--- src/rtl/arb4_pkg.sv ---
// Shared types and sizes for the 4-way round-robin arbiter.
package arb4_pkg;

   localparam int NUM_REQ = 4;
   localparam int SEL_W   = 2;

   typedef enum logic {
      IDLE  = 1'b0,
      OWNED = 1'b1
   } arb_state_t;

endpackage

--- src/rtl/rr_pick4.sv ---
// Combinational round-robin picker: the first eligible request after base wins,
// with base itself searched last.
module rr_pick4
   import arb4_pkg::*;
(
   input  logic [NUM_REQ-1:0] req,
   input  logic [SEL_W-1:0]   base,
   input  logic [NUM_REQ-1:0] excl,
   output logic               any,
   output logic [SEL_W-1:0]   idx,
   output logic [NUM_REQ-1:0] onehot
);

   logic [NUM_REQ-1:0] cand;
   logic [SEL_W-1:0]   pos;

   assign cand = req & ~excl;

   // NOTE: every output of a combinational block gets a default before any
   // conditional assignment, otherwise synthesis infers a latch.
   always_comb begin
      any    = |cand;
      idx    = '0;
      onehot = '0;
      pos    = '0;
      // Walk from the farthest slot toward base+1 so the nearest hit overrides.
      for (int k = NUM_REQ - 1; k >= 0; k--) begin
         pos = base + SEL_W'(k + 1);
         if (cand[pos]) idx = pos;
      end
      if (any) onehot[idx] = 1'b1;
   end

endmodule

--- src/rtl/arb4way_ctrl.sv ---
// Round-robin arbiter driving the select of the shared DMUX4Way; the owner keeps
// the grant until release, or until MAX_HOLD cycles expire while others wait.
module arb4way_ctrl
   import arb4_pkg::*;
#(
   parameter int MAX_HOLD = 8,
   parameter int CNT_W    = 8
) (
   input  logic               clk,
   input  logic               reset,
   input  logic [NUM_REQ-1:0] req,
   output logic [NUM_REQ-1:0] gnt,
   output logic [SEL_W-1:0]   s,
   output logic               busy,
   output logic               preempt
);

   localparam logic [CNT_W-1:0] HOLD_MAX = CNT_W'(MAX_HOLD);

   arb_state_t         state, nxt_state;
   logic [SEL_W-1:0]   owner, nxt_owner;
   logic [SEL_W-1:0]   last, nxt_last;
   logic [CNT_W-1:0]   hold_cnt, nxt_hold_cnt;
   logic [NUM_REQ-1:0] nxt_gnt;
   logic [SEL_W-1:0]   nxt_s;
   logic               nxt_busy, nxt_preempt;

   logic               take, expire;
   logic [NUM_REQ-1:0] excl;
   logic               pick_any;
   logic [SEL_W-1:0]   pick_idx;
   logic [NUM_REQ-1:0] pick_onehot;

   // The current owner never competes against itself; when it has released,
   // its req bit is already low so the mask changes nothing.
   always_comb begin
      excl = '0;
      if (state == OWNED) excl[owner] = 1'b1;
   end

   rr_pick4 u_pick (
      .req    (req),
      .base   (last),
      .excl   (excl),
      .any    (pick_any),
      .idx    (pick_idx),
      .onehot (pick_onehot)
   );

   // NOTE: all state uses non-blocking assignments so every register samples
   // the pre-edge values, whatever the statement order.
   always_ff @(posedge clk) begin
      if (reset) begin
         state    <= IDLE;
         owner    <= '0;
         last     <= SEL_W'(NUM_REQ - 1);
         hold_cnt <= '0;
         gnt      <= '0;
         s        <= '0;
         busy     <= 1'b0;
         preempt  <= 1'b0;
      end else begin
         state    <= nxt_state;
         owner    <= nxt_owner;
         last     <= nxt_last;
         hold_cnt <= nxt_hold_cnt;
         gnt      <= nxt_gnt;
         s        <= nxt_s;
         busy     <= nxt_busy;
         preempt  <= nxt_preempt;
      end
   end

   always_comb begin
      nxt_state = state;
      take      = 1'b0;
      expire    = 1'b0;
      unique case (state)
         IDLE: begin
            if (pick_any) begin
               nxt_state = OWNED;
               take      = 1'b1;
            end
         end
         OWNED: begin
            if (!req[owner]) begin
               if (pick_any) take      = 1'b1;
               else          nxt_state = IDLE;
            end else if (hold_cnt == HOLD_MAX && pick_any) begin
               take   = 1'b1;
               expire = 1'b1;
            end
         end
         default: nxt_state = IDLE;
      endcase
   end

   always_comb begin
      nxt_owner    = owner;
      nxt_last     = last;
      nxt_gnt      = gnt;
      nxt_s        = s;
      nxt_busy     = busy;
      nxt_preempt  = expire;
      nxt_hold_cnt = hold_cnt;
      if (take) begin
         nxt_owner    = pick_idx;
         nxt_last     = pick_idx;
         nxt_gnt      = pick_onehot;
         nxt_s        = pick_idx;
         nxt_busy     = 1'b1;
         nxt_hold_cnt = CNT_W'(1);
      end else if (nxt_state == IDLE) begin
         // s keeps the last owner so the demux select does not glitch.
         nxt_gnt      = '0;
         nxt_busy     = 1'b0;
         nxt_hold_cnt = '0;
      end else if (hold_cnt != HOLD_MAX) begin
         nxt_hold_cnt = hold_cnt + 1'b1;
      end
   end

endmodule

--- config.mk ---
export PLATFORM = sky130hd
export DESIGN_NAME = arb4way_ctrl
export DESIGN_NICKNAME = d
export VERILOG_FILES = /design/src/rtl/arb4_pkg.sv /design/src/rtl/rr_pick4.sv /design/src/rtl/arb4way_ctrl.sv
export SDC_FILE = /design/constraint.sdc
export NUM_CORES = 1
export LEC_CHECK = 0
export CORE_MARGIN = 3
export CORE_UTILIZATION = 45
export CTS_CLUSTER_SIZE = 30
export DETAILED_ROUTE_END_ITERATION = 7
export GPL_TIMING_DRIVEN = 0
export PLACE_DENSITY_LB_ADDON = 0.1
export SLEW_MARGIN = 30
export SYNTH_ARGS = -nofsm -noshare
export SYNTH_HDL_FRONTEND = slang
export SYNTH_SLANG_ARGS = --single-unit
--- constraint.sdc ---
create_clock -name clk -period 2.05 [get_ports clk]
set_input_delay 0.3075 -clock clk [delete_from_list [all_inputs] [get_ports clk]]
set_output_delay 0.3075 -clock clk [all_outputs]
set_load 0.03 [all_outputs]
# --- Yosys cells after proc, flatten, opt, wreduce, memory -nomap -nowiden ---
# Index checks and enable logic that the tools add are counted.
totals:
  output_inout_bits: 8
  elab_cells: 68
  register_bits: 19
op_classes:
  bitwise_logic: 5
  addsub: 4
  muxes: 33
  n_lt_le_gt_ge: 8
  eq_ne: 4
  n_reduce_logical: 6
ops:
  columns: ["operator", "n"]
  rows:
  - ["$lt 2x3->1 const B", 6]
  - ["$mux 1", 16]
  - ["$mux 4", 4]
  - ["$bmux 1 s2", 5]
  - ["$add 8x1->8 const B", 1]
  - ["$eq 8x4->1 const B", 1]
  - ["$mux 2", 4]
  - ["$ne 8x4->1 const B", 1]
  - ["$reduce_or 3->1", 2]
  - ["$add 2x2->2 const B", 2]
  - ["$and 4x4->4", 1]
  - ["$demux 1 s2", 2]
  - ["$ge 2x1->1 const B", 2]
  - ["$not 4->4", 1]
  - ["$pmux 1 s2", 2]
  - ["$reduce_or 4->1", 1]
  - ["$logic_and 1x1->1", 3]
  - ["$ne 3x1->1 const B", 1]
  - ["$not 1->1", 3]
  - ["$add 2x1->2 const B", 1]
  - ["$ne 2x1->1 const B", 1]

# --- Longest topological paths before layout ---
# Gate-level depths: netlist (run 1).
logic_depth:
  word_depth: 19
  mapped_depth: 7
  ltp_nobuf: 7

# --- Modules after synthesis ---
# From an unflattened synthesis (run 1), not the netlist that was laid out.
unflattened:
  hier_cells: 142
  hier_area_um2: 1164.9
modules_own_cells:
  columns: ["mod", "area_per_inst_um2", "cells_each", "n_inst", "seq_area_each_um2"]
  rows:
  - ["arb4way_ctrl", 923.4, 105, 1, 380.4]
  - ["rr_pick4", 241.5, 37, 1, 0.0]

# --- Worst setup path before layout (run 1) ---
# Ideal clock, no wire load.
synth_timing:
  path_type: "register -> register"
  start: "register owner[0]"
  end: "register gnt[3]"
  setup_ns: 0.070
  period_less_slack_ns: 1.965
  arrival_time_ns: 1.895
  stages_incl_launch_ff: 6
  path_slack_ns: 0.085
  t_required_ns: 1.980
  cell_sequence: "dfxtp_1 mux4_2 nand2_2 o22ai_2 or3b_1 o2bb2ai_1"
synth_between:
  elab_chain_cells: 19
  elab_cells_between_ends: 38
  classes_between: "order compare (4); eq/ne (1); mux (27); bitwise (2); reduce/logical (4)"
synth_lines:
  columns: ["item", "line", "text"]
  rows:
  - ["start, declared", "arb4way_ctrl.sv:21", "logic [SEL_W-1:0] owner, nxt_owner;"]
  - ["start signal, assigned", "arb4way_ctrl.sv:64", "owner <= nxt_owner;"]
  - ["$lt 2x3->1 (implied by the code) / $ge 2x1->1 (equally long branches)", "arb4way_ctrl.sv:38", "if (state == OWNED) excl[owner] = 1'b1;"]
  - ["$logic_and 1x1->1 (implied by the code)", "arb4way_ctrl.sv:38", null]
  - ["$mux 1 (implied by the code)", "arb4way_ctrl.sv:38", null]
  - ["$demux 1 s2", "arb4way_ctrl.sv:38", null]
  - ["$mux 4", "arb4way_ctrl.sv:38", null]
  - ["$not 4->4", "rr_pick4.sv:17", "assign cand = req & ~excl;"]
  - ["$and 4x4->4", "rr_pick4.sv:17", null]
  - ["$bmux 1 s2", "rr_pick4.sv:29", "if (cand[pos]) idx = pos;"]
  - ["$mux 1 (implied by the code)", "rr_pick4.sv:29", null]
  - ["$mux 2 (4 in series)", "rr_pick4.sv:29", null]
  - ["$lt 2x3->1 (implied by the code) / $ge 2x1->1 (equally long branches)", "rr_pick4.sv:31", "if (any) onehot[idx] = 1'b1;"]
  - ["$logic_and 1x1->1 (implied by the code)", "rr_pick4.sv:31", null]
  - ["$mux 1 (implied by the code)", "rr_pick4.sv:31", null]
  - ["$demux 1 s2", null, null]
  - ["$mux 4", "rr_pick4.sv:31", null]
  - ["$mux 4", "arb4way_ctrl.sv:106", "if (take) begin"]
  - ["end signal, assigned", "arb4way_ctrl.sv:67", "gnt <= nxt_gnt;"]
  - ["end, declared", "arb4way_ctrl.sv:12", "output logic [NUM_REQ-1:0] gnt,"]
# Several ways; a longest one is shown, not always the timed one. The select of a mux whose other input is x is not followed.
# A chain may end at the register's enable or synchronous reset.

# --- Final worst setup path (run 1) ---
layout_timing:
  start: "input req[3]"
  end: "register gnt[3]"
layout_between:
  elab_chain_cells: 13
  elab_cells_between_ends: 31
  classes_between: "order compare (2); eq/ne (1); mux (24); bitwise (1); reduce/logical (3)"
layout_lines:
  columns: ["item", "line", "text"]
  rows:
  - ["start, declared", "arb4way_ctrl.sv:11", "input logic [NUM_REQ-1:0] req,"]
  - ["$and 4x4->4", "rr_pick4.sv:17", null]
  - ["$bmux 1 s2", "rr_pick4.sv:29", null]
  - ["$mux 1 (implied by the code)", "rr_pick4.sv:29", null]
  - ["$mux 2 (4 in series)", "rr_pick4.sv:29", null]
  - ["$lt 2x3->1 (implied by the code) / $ge 2x1->1 (equally long branches)", "rr_pick4.sv:31", null]
  - ["$logic_and 1x1->1 (implied by the code)", "rr_pick4.sv:31", null]
  - ["$mux 1 (implied by the code)", "rr_pick4.sv:31", null]
  - ["$demux 1 s2", null, null]
  - ["$mux 4", "rr_pick4.sv:31", null]
  - ["$mux 4", "arb4way_ctrl.sv:106", null]
# Several ways; a longest one is shown, not always the timed one. The select of a mux whose other input is x is not followed.

==> results of run 1 <==
[power by group through the flow]
stage               clock network, µW  logic [µW]  registers, µW
floorplan                           0         171            489
global placement                    0         300            451
detailed placement                  0         303            454
CTS                               192         304            446
global route                      210         345            454
finish                            184         309            446
[worst max-delay path by stage]
stage           startpoint     end  slack (ns)  cells after the start
6_report            req[3]  gnt[3]        0.17                      6
5_1_grt        hold_cnt[0]  gnt[3]        0.01                      7
4_1_cts           owner[0]  gnt[3]        0.07                      5
3_5_place_dp        req[3]  gnt[3]       -0.15                      6
3_3_place_gp        req[3]  gnt[3]       -0.13                      6
2_1_floorplan     owner[0]  gnt[3]        0.08                      5
[registers in the layout, indices dropped and copies added, names as in the netlist]
name	flops
busy	1
owner	2
preempt	1
hold_cnt	8
state	1
last	2
gnt	4
[worst max-delay path, stage by stage]
cell,delay (ns)
clkdlybuf4s50_1,0.50
mux4_2,0.51
nand2_2,0.15
o22ai_4,0.13
or3b_1,0.37
o2bb2ai_1,0.14
[what timing repair did]
action                     in CTS  in global routing
setup endpoints to repair       0                  5
hold endpoints to repair        0                  0
gates resized for setup         0                  3
[area by class of cell]
type / count / share of cell area
Clock buffer: 4 / 0.0222
Sequential cell: 19 / 0.322
Tap cell: 27 / 0.0285
Timing Repair Buffer: 13 / 0.110
Multi-Input combinational cell: 81 / 0.490
Buffer: 2 / 0.00740
Inverter: 6 / 0.0190
[placed cells by master (no fill, tap or decap), types with 2 or more instances in the layout]
cell type / count
nor4_1: 2
nand3b_1: 2
nor2_1: 16
nand2_1: 4
clkdlybuf4s50_1: 13
xor2_1: 5
a31oi_1: 2
a21o_1: 2
o2bb2ai_1: 2
o21a_1: 2
clkbuf_4: 3
inv_1: 6
clkbuf_1: 2
dfxtp_1: 18
nor3_1: 3
ha_1: 2
mux2i_1: 2
nand3_1: 7
a21oi_1: 5
and3_1: 3
a22oi_1: 2
[logic make-up after synthesis]
family                     count (synthesis)  synth area share
DFF                                       19             0.389
adders and majority gates                  2            0.0256
AOI/OAI and AO/OA                         25             0.215
muxes                                      3            0.0435
and+or+nand+nor                           45             0.242
xor gates and xnor gates                   6            0.0537
buffers and inverters                      8            0.0320
[layer usage]
metal  GRT usage  vias to the layer above
met5           0                        -
met4      0.0596                        0
met3      0.0370                        0
met2       0.264                       15
met1       0.229                      412
li1            -                      428
[per-stage QoR]
stage	util	worst slack (ns)
floorplan	-	0.0849
global placement	0.571	-0.130
detailed placement	0.571	-0.150
global route	0.591	0.0146
CTS	0.584	0.0704
finish	0.591	0.168
==> qor.txt, run 1 <==
status = finished, final reports clean
Reg2Reg Depth = 5
Internal Power = 620 µW
clock skew = 0.00219 ns
sequential power share = 0.475
core area = 2000 µm²
DR iter-0 viols = 13
Comb pwr share = 0.329
CTS Buf Count = 3
Setup TNS = 0 ns
crit path DAT = 2.11 ns
CP Max Fanout = 10
Post-synth ARST share = 0
Hold Path Depth = 1
Initial Utilization = 0.489
Clock power frac = 0.196
Layout area overhead = 21.0%
f_max = 531 MHz
setup violators final = 0
vias in the first global route = 830
metal3 WL = 50 µm
maximum VDD drop = 494 µV
Tmin final = 1.88 ns
final hold violation count = 0
clk sinks = 19
worst min path class = reg2reg
Max Used Layer = met3
Switching Share = 0.340
Psw = 320 µW
Post-CTS Setup Repair Bufs = 0
final period utilization = 0.918
Remaining Overflow, GRT = 0
Seq/Total Area, Yosys = 0.389
All-Layer GR Usage = 0.170
WHS = 0.479 ns
CP required = 2.28 ns
Layout Nets = 134
vias per inst = 5.63
register-to-register path setup slack = 0.19 ns
CTS tree = done
first-pass GRT wire length = 3580 µm
synthesized area = 978 µm²
Overall Power = 940 µW
top post-synthesis cells by count = dfxtp_1, nor2_1, nand3_1, inv_1
routed wire length = 1920 µm
Relative slew margins = 0.665
syn_nets = 116
syn avg cell area = 9.06 µm²
max_cap viols = 0
routed wl met2 = 913 µm
WS Path Type = in2reg
non-filler cells, final = 152
Synth warnings = 0
synth top area cells = dfxtp_1, nor2_1, xor2_1
Post-synth EDFFs = 0
CP Capture Type = register
clock buffer depth = 2
element type at the critical path start = input pin
fillers = 179
DR WL/cell = 12.7 µm
layout cells sized above 1 = 0.112
Worst-Margin Slew = 0.497 ns
clk slew on worst S/H paths = 0.10 ns
die height = 52.6 µm
r2r endpoint = gnt[3]
final instance area = 1180 µm²
synthesized flop and latch total = 19
hold worst-path end = gnt[1]
DRT antenna net count = 0
Rows = 16
Boundary Pins = 14
# hold bufs at CTS = 0
RSZ-0062 raised after global routing = no
FF-to-FF Start = state
later-pin clock latency in the skew report = 0.29 ns
Antenna diodes = 0
clk root buf = clkbuf_4
area leader, netlist = dfxtp_1
drt first pass iters = 4
fin. max-slew vios = 0
count leader, synth = dfxtp_1
detailed placement HPWL = 1470 µm
H-tree Lvls = 1
drt drc = 0
Met1 Wirelength = 958 µm
pwr dens = 794 nW/µm²
min-delay src = gnt[1]
RePlAce Congestion = 0.779
via count = 855
Post-Synthesis Cells = 108
placed cells = 148
synth unique cells = 39
largest net degree at the start of global routing = 11
Die X-Extent = 52.6 µm
prevailing post-synth register cell = dfxtp_1
multi-input combinational cell area = 581 µm²
die area = 2770 µm²
Area after DPL = 1140 µm²
register area = 382 µm²
top cell type's share of synthesized area = 0.389
initial antenna violation count = 0
Leak Pwr = 0.000431 µW
port buffer count = 13
Power figures use the tool's default switching activity.
==> inputs of run 2 (changes only) <==
- CORE_UTILIZATION: 45 -> 40
==> qor.txt, run 2 (synthesized netlist as in run 1, its figures left out) <==
status = finished, final reports clean
Largest regs = hold_cnt: 8 flops, gnt: 4 flops
Die X-Extent = 55.5 µm (+5.4%)
Hold Path Depth = 1 (unchanged)
DR iter-0 viols = 8 (-5)
largest net degree at the start of global routing = 11 (unchanged)
RSZ-0062 raised after global routing = no
via count = 827 (-3.3%)
drt drc = 0 (unchanged)
Critical path origin = req[3]
pre-CTS WS = -0.158 ns (-0.00790 ns)
final period utilization = 0.922 (+0.00397)
CP Capture Type = register
most frequent cells in the layout = dfxtp_1, nor2_1, clkdlybuf4s50_1
FF-to-FF Start = hold_cnt[0]
busiest grt layer = met2
drt first pass iters = 4 (unchanged)
Reg2Reg Depth = 7 (+2)
Post-CTS Setup Repair Bufs = 0 (unchanged)
fin. max-slew vios = 0 (unchanged)
final worst setup slack = 0.160 ns (-0.00814 ns)
RePlAce Congestion = 0.907 (+16%)
max reg flops = 8 (unchanged)
met3 usage = 0.0421 (+0.00502)
f_max = 529 MHz (-0.43%)
Overall Power = 932 µW (-0.89%)
pwr dens = 791 nW/µm² (-0.37%)
die height = 55.5 µm (+5.4%)
All-Layer GR Usage = 0.132 (-0.0381)
min-delay src = gnt[1]
vias per inst = 5.41 (-3.9%)
most common cell after layout, fill and taps aside = dfxtp_1
WHS = 0.470 ns (-0.00954 ns)
CP Max Fanout = 10 (unchanged)
Initial Utilization = 0.430 (-0.0588)
hold worst-path end = gnt[1]
r2r endpoint = gnt[2]
maximum VDD drop = 571 µV (+16%)
CP required = 2.28 ns (about the same)
M2 GR Usage = 0.230 (-0.0347)
port buffer count = 13 (unchanged)
worst min path class = reg2reg
routing usage on met1 = 0.152 (-0.0767)
Remaining Overflow, GRT = 0 (unchanged)
routed wire length = 1850 µm (-3.8%)
DR WL/cell = 12.1 µm (-4.5%)
Layout area overhead = 20.3%
Leak Pwr = 0.000432 µW (+0.20%)
clk root buf = clkbuf_4
clock skew = 0.00183 ns (-0.000361 ns)
fillers = 214 (+20%)
clk sinks = 19 (unchanged)
Worst-Margin Slew = 0.487 ns (-0.00997 ns)
final core utilization = 0.517 (-0.0739)
crit path DAT = 2.13 ns (+0.02 ns)
Biggest register = hold_cnt
later-pin clock latency in the skew report = 0.29 ns (about the same)
Tmin final = 1.89 ns (+0.00814 ns)
core area = 2280 µm² (+14%)
register-to-register path setup slack = 0.18 ns (about the same)
WS Path Type = in2reg
max_cap viols = 0 (unchanged)
vias in the first global route = 836 (+0.72%)
H-tree Lvls = 1 (unchanged)
clock buffer depth = 2 (unchanged)
CTS tree = done
final hold violation count = 0 (unchanged)
element type at the critical path start = input pin
setup violators final = 0 (unchanged)
die area = 3080 µm² (+11%)
Antenna diodes = 0 (unchanged)
Rows = 17 (+1)
Boundary Pins = 14 (unchanged)
DRT antenna net count = 0 (unchanged)
CTS Buf Count = 3 (unchanged)
first-pass GRT wire length = 3360 µm (-6.2%)
Relative slew margins = 0.672 (+0.00671)
clk slew on worst S/H paths = 0.10 ns (about the same)
initial antenna violation count = 0 (unchanged)
# hold bufs at CTS = 0 (unchanged)
Layout Nets = 134 (unchanged)
layout cells sized above 1 = 0.112 (unchanged)
detailed placement HPWL = 1430 µm (-3.2%)
[run 2: final cells by class]
| cell class | instances | area (µm²) | area share |
|---|---|---|---|
| buffer | 2 | 8.76 | 0.00744 |
| inverter | 6 | 22.5 | 0.0191 |
| timing repair buffer | 13 | 130 | 0.111 |
| sequential | 19 | 382 | 0.324 |
| tap | 28 | 35.0 | 0.0298 |
| clock buffer | 4 | 26.3 | 0.0223 |
| multi-input combinational | 81 | 573 | 0.487 |
[run 2: power breakdown]
part | total [µW] | switching, µW | internal [µW]
Combinational | 302 | 166 | 136
Clock | 186 | 110 | 75.8
Sequential | 444 | 37.3 | 407
[run 2: routing by layer]
metal / vias up / share of wire / wire length, µm
met5: - / 0 / 0
met3: 4 / 0.022 / 41
met1: 388 / 0.48 / 883
li1: 429 / - / -
met4: 0 / 0.014 / 25
met2: 6 / 0.49 / 898
[run 2: critical path: stages]
cell	delay, ns
clkdlybuf4s50_1	0.50
mux4_2	0.51
nand2_2	0.14
o22ai_2	0.15
or3_1	0.39
o2bb2ai_1	0.13
[run 2: timing repair]
action,CTS,global route
resized for setup,0,2
endpoints found under the setup margin,0,2
hold endpoints to repair,0,0
[run 2: worst max-delay path by stage]
stage                   to  slack [ns]  cells past startpoint
global placement    gnt[3]       -0.15                      6
global route        gnt[1]        0.02                      6
floorplan           gnt[3]        0.08                      5
CTS                 gnt[1]        0.11                      7
finish              gnt[1]        0.16                      6
detailed placement  gnt[1]       -0.16                      6
[run 2: per-stage QoR]
stage | instances | TNS (ns) | area (µm²)
after CTS | 153 | 0 | 1170
after detailed placement | 149 | -0.372 | 1140
after global routing | 153 | 0 | 1180
after global placement | 149 | -0.324 | 1140
after floorplan | 108 | 0 | 978
final | 153 | 0 | 1180
==> inputs of run 3 (changes only) <==
- CTS_BUF_LIST: default -> sky130_fd_sc_hd__clkbuf_4 sky130_fd_sc_hd__clkbuf_8
==> qor.txt, run 3 (synthesized netlist as in run 1, its figures left out) <==
initial antenna violation count = 0 (unchanged)
Worst-Margin Slew = 0.487 ns (unchanged)
Biggest register = hold_cnt
CP Capture Type = register
die area = 3080 µm² (unchanged)
DR iter-0 viols = 8 (unchanged)
detailed placement HPWL = 1430 µm (unchanged)
Area after DPL = 1140 µm² (unchanged)
fillers = 212 (-0.93%)
later-pin clock latency in the skew report = 0.29 ns (about the same)
CP Max Fanout = 10 (unchanged)
# hold bufs at CTS = 0 (unchanged)
pre-CTS WS = -0.158 ns (unchanged)
busiest grt layer = met2
multi-input combinational cell area = 573 µm² (unchanged)
most frequent cells in the layout = dfxtp_1, nor2_1, clkdlybuf4s50_1
slowest CP cell = mux4_2
DR WL/cell = 12.1 µm (about the same)
worst min path class = reg2reg
max_cap viols = 0 (unchanged)
largest net degree at the start of global routing = 11 (unchanged)
pwr dens = 800 nW/µm² (+1.1%)
M2 GR Usage = 0.230 (unchanged)
final worst setup slack = 0.160 ns (unchanged)
Buffers & Inverters on Critical Path = 1 (unchanged)
drt first pass iters = 4 (unchanged)
layout cells sized above 1 = 0.120 (+0.00800)
setup violators final = 0 (unchanged)
Switching Share = 0.331 (-0.00493)
first-pass GRT wire length = 3360 µm (unchanged)
max reg flops = 8 (unchanged)
via count = 827 (unchanged)
Remaining Overflow, GRT = 0 (unchanged)
cell chain of the critical path = clkdlybuf4s50_1 > mux4_2 > nand2_2 > o22ai_2 > or3_1 > o2bb2ai_1
Layout Nets = 134 (unchanged)
fin. max-slew vios = 0 (unchanged)
Clock power frac = 0.210 (+0.011)
CTS tree = done
DRT antenna net count = 0 (unchanged)
Comb pwr share = 0.320 (-0.004)
clk sinks = 19 (unchanged)
most common cell after layout, fill and taps aside = dfxtp_1
WHS = 0.470 ns (unchanged)
clock buffer depth = 2 (unchanged)
cell family with most CP delay = simple AND/OR/NAND/NOR gates
core area = 2280 µm² (unchanged)
RePlAce Congestion = 0.907 (unchanged)
status = finished, final reports clean
Antenna diodes = 0 (unchanged)
Worst path max stage delay = 0.51 ns (about the same)
Initial Utilization = 0.430 (unchanged)
Boundary Pins = 14 (unchanged)
port buffer count = 13 (unchanged)
WS Path Type = in2reg
Rows = 17 (unchanged)
Relative slew margins = 0.672 (unchanged)
H-tree Lvls = 1 (unchanged)
element type at the critical path start = input pin
final instance area = 1180 µm² (+0.32%)
routed wire length = 1850 µm (about the same)
clk root buf = clkbuf_4
vias per inst = 5.41 (unchanged)
Tmin final = 1.89 ns (unchanged)
f_max = 529 MHz (unchanged)
Largest regs = hold_cnt: 8 flops, gnt: 4 flops
crit path DAT = 2.13 ns (about the same)
CTS Buf Count = 3 (unchanged)
final hold violation count = 0 (unchanged)
Layout area overhead = 20.7%
Internal Power = 632 µW (+2.1%)
maximum VDD drop = 572 µV (+0.14%)
clock skew = 0.00141 ns (-0.000419 ns)
CP required = 2.28 ns (about the same)
vias in the first global route = 836 (unchanged)
drt drc = 0 (unchanged)
All-Layer GR Usage = 0.132 (unchanged)
register area = 382 µm² (unchanged)
clk slew on worst S/H paths = 0.10 ns (about the same)
sequential power share = 0.470 (-0.007)
met3 usage = 0.0421 (unchanged)
Die X-Extent = 55.5 µm (unchanged)
Psw = 313 µW (-0.10%)
RSZ-0062 raised after global routing = no
die height = 55.5 µm (unchanged)
Leak Pwr = 0.000435 µW (+0.79%)
routing usage on met1 = 0.152 (unchanged)
final period utilization = 0.922 (unchanged)
-- run 3: power groups by stage --
stage	clock network [µW]	registers, µW	logic, µW
after floorplan	0	489	171
after global placement	0	451	302
after detailed placement	0	451	303
after CTS	209	443	304
after global routing	220	450	334
final	199	444	302
-- run 3: worst paths after layout --
kind / startpoint / endpoint / slack (ns) / cells past startpoint
min reg2reg: gnt[1] / gnt[1] / 0.47 / 1
max: req[3] / gnt[1] / 0.16 / 6
min: gnt[1] / gnt[1] / 0.47 / 1
max reg2reg: hold_cnt[0] / gnt[2] / 0.18 / 7
-- run 3: timing repair --
action,in CTS,in global routing
buffers inserted,0,0
setup endpoints to repair,0,2
gates resized for setup,0,2
-- run 3: cell type report --
type                    instances  area share
plain buffers                   2     0.00742
clock buffers                   4      0.0254
inverters                       6      0.0191
multi-input cells              81       0.485
flip-flops and latches         19       0.323
well taps                      28      0.0297
repair buffers                 13       0.110
-- run 3: routing by layer --
metal	part of all wire	routed length (µm)	up-vias
met5	0	0	-
met4	0.014	25	0
met3	0.022	41	4
met2	0.49	898	6
met1	0.48	882	388
li1	-	-	429
-- run 3: stage by stage --
step / TNS [ns] / std cells / util / power, µW
global route: 0 / 153 / 0.519 / 1000
global placement: -0.324 / 149 / 0.502 / 753
detailed placement: -0.372 / 149 / 0.502 / 755
finish: 0 / 153 / 0.519 / 944
CTS: 0 / 153 / 0.516 / 956
floorplan: 0 / 108 / - / 661
